## src/rtl/iforest_pkg.sv

```systemverilog
// ============================================================================
// Module  : iforest_pkg
// Brief   : Shared types and defaults for the isolation-forest status path.
// Revision: 1.0 - initial release
// ============================================================================
`default_nettype none

package iforest_pkg;

  localparam int WINDOW_DEFAULT    = 16;
  localparam int ALARM_ON_DEFAULT  = 4;
  localparam int ALARM_OFF_DEFAULT = 2;

  typedef enum logic [0:0] {
    FILL = 1'b0,
    RUN  = 1'b1
  } fill_state_t;

  typedef enum logic [0:0] {
    QUIET = 1'b0,
    ALARM = 1'b1
  } alarm_state_t;

endpackage

`default_nettype wire

```

## src/rtl/anomaly_flag_window.sv

```systemverilog
// ============================================================================
// Module  : anomaly_flag_window
// Brief   : WINDOW-deep flag history with shift enable and fill tracking.
// Revision: 1.0 - initial release
// ============================================================================
`default_nettype none

module anomaly_flag_window #(
  parameter int WINDOW = 16
) (
  input  logic clk,
  input  logic reset,
  input  logic clear,
  input  logic shift,
  input  logic flag_in,
  output logic oldest_flag,
  output logic full
);

  localparam int FILL_W = $clog2(WINDOW) + 1;

  logic [WINDOW-1:0] r_hist;
  logic [FILL_W-1:0] r_fill;

  // Newest flag enters at bit 0; bit WINDOW-1 is the one about to leave.
  always_ff @(posedge clk or negedge reset) begin
    if (!reset) begin
      r_hist <= '0;
      r_fill <= '0;
    end else if (clear) begin
      r_hist <= '0;
      r_fill <= '0;
    end else if (shift) begin
      r_hist <= {r_hist[WINDOW-2:0], flag_in};
      if (r_fill != FILL_W'(WINDOW)) begin
        r_fill <= r_fill + 1'b1;
      end
    end
  end

  assign oldest_flag = r_hist[WINDOW-1];
  assign full        = (r_fill == FILL_W'(WINDOW));

endmodule

`default_nettype wire

```

## src/rtl/anomaly_window_monitor.sv

```systemverilog
// ============================================================================
// Module  : anomaly_window_monitor
// Brief   : Sliding-window anomaly count, hysteretic alarm and periodic report.
// Revision: 1.0 - initial release
// ============================================================================
`default_nettype none

module anomaly_window_monitor
  import iforest_pkg::*;
#(
  parameter int WINDOW    = WINDOW_DEFAULT,
  parameter int CNT_W     = $clog2(WINDOW) + 1,
  parameter int ALARM_ON  = ALARM_ON_DEFAULT,
  parameter int ALARM_OFF = ALARM_OFF_DEFAULT
) (
  input  logic             clk,
  input  logic             reset,
  input  logic             sample_done,
  input  logic             anomaly_flag,
  input  logic             clear,
  output logic [CNT_W-1:0] anomaly_count,
  output logic             window_full,
  output logic             alarm,
  output logic             report_valid,
  input  logic             report_ready,
  output logic [CNT_W-1:0] report_count,
  output logic             report_overrun
);

  localparam int IDX_W = $clog2(WINDOW);

  logic             w_oldest;
  logic             w_hist_full;
  logic [CNT_W-1:0] w_count_next;
  logic             w_boundary;
  logic [IDX_W-1:0] r_idx;

  fill_state_t      r_fill_state;
  fill_state_t      w_fill_next;
  alarm_state_t     r_alarm_state;
  alarm_state_t     w_alarm_next;

  anomaly_flag_window #(
    .WINDOW (WINDOW)
  ) u_window (
    .clk         (clk),
    .reset       (reset),
    .clear       (clear),
    .shift       (sample_done),
    .flag_in     (anomaly_flag),
    .oldest_flag (w_oldest),
    .full        (w_hist_full)
  );

  // History is zero-filled, so gating with full only matters for clarity.
  assign w_count_next = anomaly_count + CNT_W'(anomaly_flag)
                      - CNT_W'(w_hist_full & w_oldest);
  assign w_boundary   = sample_done && (r_idx == IDX_W'(WINDOW - 1));

  always_ff @(posedge clk or negedge reset) begin
    if (!reset) begin
      anomaly_count <= '0;
      r_idx         <= '0;
    end else if (clear) begin
      anomaly_count <= '0;
      r_idx         <= '0;
    end else if (sample_done) begin
      anomaly_count <= w_count_next;
      r_idx         <= r_idx + 1'b1;
    end
  end

  // Fill FSM
  always_ff @(posedge clk or negedge reset) begin
    if (!reset) r_fill_state <= FILL;
    else        r_fill_state <= w_fill_next;
  end

  always_comb begin
    w_fill_next = r_fill_state;
    if (clear) begin
      w_fill_next = FILL;
    end else begin
      case (r_fill_state)
        FILL:    if (w_boundary) w_fill_next = RUN;
        RUN:     w_fill_next = RUN;
        default: w_fill_next = FILL;
      endcase
    end
  end

  always_comb begin
    window_full = (r_fill_state == RUN);
  end

  // Alarm FSM, judged on the count this sample produces
  always_ff @(posedge clk or negedge reset) begin
    if (!reset) r_alarm_state <= QUIET;
    else        r_alarm_state <= w_alarm_next;
  end

  always_comb begin
    w_alarm_next = r_alarm_state;
    if (clear) begin
      w_alarm_next = QUIET;
    end else if (sample_done) begin
      case (r_alarm_state)
        QUIET:   if (w_count_next >= CNT_W'(ALARM_ON))  w_alarm_next = ALARM;
        ALARM:   if (w_count_next <= CNT_W'(ALARM_OFF)) w_alarm_next = QUIET;
        default: w_alarm_next = QUIET;
      endcase
    end
  end

  always_comb begin
    alarm = (r_alarm_state == ALARM);
  end

  // A fresh report wins over acceptance; overrun only if the old one was unread.
  always_ff @(posedge clk or negedge reset) begin
    if (!reset) begin
      report_valid   <= 1'b0;
      report_count   <= '0;
      report_overrun <= 1'b0;
    end else if (clear) begin
      report_valid   <= 1'b0;
      report_count   <= '0;
      report_overrun <= 1'b0;
    end else if (w_boundary) begin
      report_count <= w_count_next;
      report_valid <= 1'b1;
      if (report_valid && !report_ready) begin
        report_overrun <= 1'b1;
      end
    end else if (report_valid && report_ready) begin
      report_valid <= 1'b0;
    end
  end

endmodule

`default_nettype wire

```

## config.mk

```make
export PLATFORM = sky130hd
export DESIGN_NAME = anomaly_window_monitor
export DESIGN_NICKNAME = d
export VERILOG_FILES = /design/src/rtl/iforest_pkg.sv /design/src/rtl/anomaly_flag_window.sv /design/src/rtl/anomaly_window_monitor.sv
export SDC_FILE = /design/constraint.sdc
export NUM_CORES = 1
export LEC_CHECK = 0
export CAP_MARGIN = 20
export CORE_ASPECT_RATIO = 1.2
export CORE_MARGIN = 2
export CORE_UTILIZATION = 50
export DETAILED_ROUTE_END_ITERATION = 7
export GPL_TIMING_DRIVEN = 1
export PLACE_DENSITY = 0.72
export SYNTH_ARGS = -nofsm -noshare
export SYNTH_HDL_FRONTEND = slang
export SYNTH_SLANG_ARGS = --single-unit
```

## constraint.sdc

```tcl
create_clock -name clk -period 4.85 [get_ports clk]
set_input_delay 0.97 -clock clk [delete_from_list [all_inputs] [get_ports clk]]
set_output_delay 0.97 -clock clk [all_outputs]
set_load 0.05 [all_outputs]
```

==> flow_summary_export.csv <==
group,metric,value,unit
routing,vias,1232,
routing,finalWirelength,3235,um
grt,grt_pass1_wl,5720,um
layout,nets,205,
floorplan,dieArea,4233,sq um
grt,grt_pass1_vias,1290,
logic_synthesis,synth_nets,186,
grt,grt_usage,17.70,%
sta,rsz0062_at_grt,"no",
power,p_per_area,337.7,nW/um^2
grt,grt_max_degree,40,
cts,ctsLongestPathBuffers,2,
floorplan,die_h,70.87,um
cts,cts_resized,0,
placement,place_inst,222,
floorplan,initial_core_util,51.70,%
placement,post-dp-hpwl,2291,um
layout,final_cell_mix,"dfrtp_1, nor2_1, mux2i_1, clkdlybuf4s50_1, inv_1",
sta,holdWs,0.5182,ns
sta,period_share,60.44,%
layout,area_growth,16.66,%
logic_synthesis,synth_area_leaders,"dfrtp_1, mux2i_1, nor2_1",
sta,fin_ws,1.919,ns
cts,cts_tree,"done",
sta,slew_viol_final,0,
worst_setup_path,critPathMaxStageDelay,0.40,ns
logic_synthesis,synthCells,171,
logic_synthesis,avgSynthCellArea,10.89,sq um
sta,tns,0,ns
run_status,run_status,"complete, no violations",
logic_synthesis,synth_seq_area_share,52.38,%
sta,max_slew_margin,43.94,%
placement,dp_slack,1.807,ns
routing,drt_first_pass_iters,4,
power,ir_drop,172.7,uV
sta,fmax,341.1,MHz
routing,initialDrtViolationCount,61,
logic_synthesis,synth_area,1863,sq um
layout,layout_commonest_cell,"dfrtp_1",
floorplan,rows,24,
worst_setup_path,cp_data_required_time,5.05,ns
sta,skew,0.007126,ns
cts,cts_buffers,5,
layout,antenna_cells,0,
sta,worst_pin_slew,0.8409,ns
cts,clkSlewWorstSetupHoldPaths,0.07,ns
worst_setup_path,critPathLaunchType,"flip-flop",
sta,finalCriticalPeriod,2.931,ns
cts,clock_sinks,39,
logic_synthesis,synth_top_cell_area_share,52.38,%
placement,io_buffers,19,
logic_synthesis,ys_ff_latch,39,
layout,drive_gt1_share,8.377,%
routing,wl_per_cell,14.07,um
routing,detail-route-antenna-nets,0,
sta,finalSetupViolCount,0,
job,cap_violations,0,
floorplan,die_w,59.73,um
worst_setup_path,cp_max_fo,4,
grt,antenna_found_initial,0,
logic_synthesis,synth.distinct_cells,28,
cts,post_cts_buffers,0,
worst_setup_path,path_cells,"inv_1 > ha_1 > and4bb_2 > and2_1 > ha_1 > inv_1 > ha_1 > inv_1 > fa_1 > nand2b_1 > a21oi_2 > xnor2_1 > xor2_1 > a211oi_2",
floorplan,top_level_ports,20,
grt,overflow,0,
floorplan,core,3603,sq um
cts,cts_max_level,2,
placement,gp_congestion,0.7137,
cts,ctsHoldBuffers,0,
cts,ctsRootBufferMaster,"clkbuf_8",
layout,final_cells,230,
worst_setup_path,crit_type,"reg2reg",
cts,clock_latency,0.29,ns
logic_synthesis,synth_top_cell_by_area,"dfrtp_1",
worst_setup_path,worst_setup_path_end_kind,"flip-flop",
power,power_leakage,0.001065,uW
worst_setup_path,cp_num_buf_inv,3,
worst_setup_path,cp_top_family,"adder cells",
worst_setup_path,crit_arrival,3.13,ns
logic_synthesis,synth_warnings,0,
routing,viasPerCell,5.357,
worst_hold_path,hold_class,"reg2reg",
routing,drc,0,
worst_setup_path,cp_slowest_cell,"fa_1",
sta,hold_violations,0,
==> tightest hold or removal path, stage by stage, from the launching register on <==
cell     delay [ns]
dfrtp_1        0.34
a21oi_1        0.06
nor2_1         0.07
==> cell type report <==
| class | count | area, sq um |
|---|---|---|
| sequential | 39 | 975.9 |
| timing repair buffer | 21 | 200.2 |
| clock buffer | 8 | 100.1 |
| fill | 310 | 1430 |
| inverter | 10 | 37.54 |
| multi-input combinational | 113 | 810.8 |
| tap | 39 | 48.80 |
==> cells in the mapped netlist (all sizes together) <==
library cell / count
dfrtp: 39
nor2: 39
mux2i: 25
inv: 10
ha: 8
xor2: 6
a21oi: 5
buf: 5
xnor2: 5
clkbuf: 4
nand2b: 4
nand4: 4
nand2: 3
nand3b: 3
a211oi: 2
a21o: 1
and2: 1
and4bb: 1
fa: 1
nor2b: 1
nor3: 1
o21ba: 1
o311ai: 1
or2: 1
==> per-stage QoR <==
stage               power, uW  cell area (sq um)  utilization, %
CTS                     743.5               2173           60.31
global placement        502.2               2073           57.53
floorplan               464.3               1863               -
global route            772.1               2173           60.31
detailed placement      510.1               2073           57.53
finish                  734.0               2173           60.31
==> final timing paths <==
| kind | from | to | slack [ns] | cells after the start |
|---|---|---|---|---|
| worst max register to register | u_window.r_fill[0]$_DFFE_PN0P_ | alarm$_DFFE_PN0P_ | 1.92 | 14 |
| worst min-delay path | report_count[1]$_DFFE_PN0P_ | report_count[1]$_DFFE_PN0P_ | 0.52 | 2 |
| worst min register to register | report_count[1]$_DFFE_PN0P_ | report_count[1]$_DFFE_PN0P_ | 0.52 | 2 |
| max in group asynchronous | reset | report_count[4]$_DFFE_PN0P_ | 3.53 | 1 |
| worst max-delay path | u_window.r_fill[0]$_DFFE_PN0P_ | alarm$_DFFE_PN0P_ | 1.92 | 14 |
| min in group asynchronous | reset | r_idx[0]$_DFFE_PN0P_ | 0.78 | 1 |
==> power breakdown <==
group	internal, uW	switching (uW)	total (uW)
clock network	130	102	232
registers	338	12.7	350
logic	58.1	93.6	152
total	525	208	734
==> layer usage <==
layer	share of wire (%)	vias up	wire length, um	GRT usage (%)
met3	4.3	5	139	5.119
met2	51	20	1645	29.35
li1	-	597	-	-
met1	44	610	1412	22.13
met4	1.2	0	38	5.185
met5	0	-	0	0
==> registers in the layout, indices dropped and copies added (netlist names) <==
name             flops
u_window.r_fill      5
report_valid         1
report_count         5
u_window.r_hist     16
anomaly_count        5
window_full          1
alarm                1
r_idx                4
report_overrun       1
==> cell families after synthesis <==
| group | Yosys count | share of synthesized area [%] |
|---|---|---|
| AND/OR/NAND/NOR | 58 | 14.44 |
| XOR/XNOR | 11 | 5.171 |
| AO/OA/AOI/OAI | 10 | 4.030 |
| buffers and inverters | 19 | 4.097 |
| flip-flops | 39 | 52.38 |
| multiplexers | 25 | 13.43 |
| adder cells (fa/ha/maj) | 9 | 6.448 |
No activity file was read; power rests on OpenSTA's default activity.
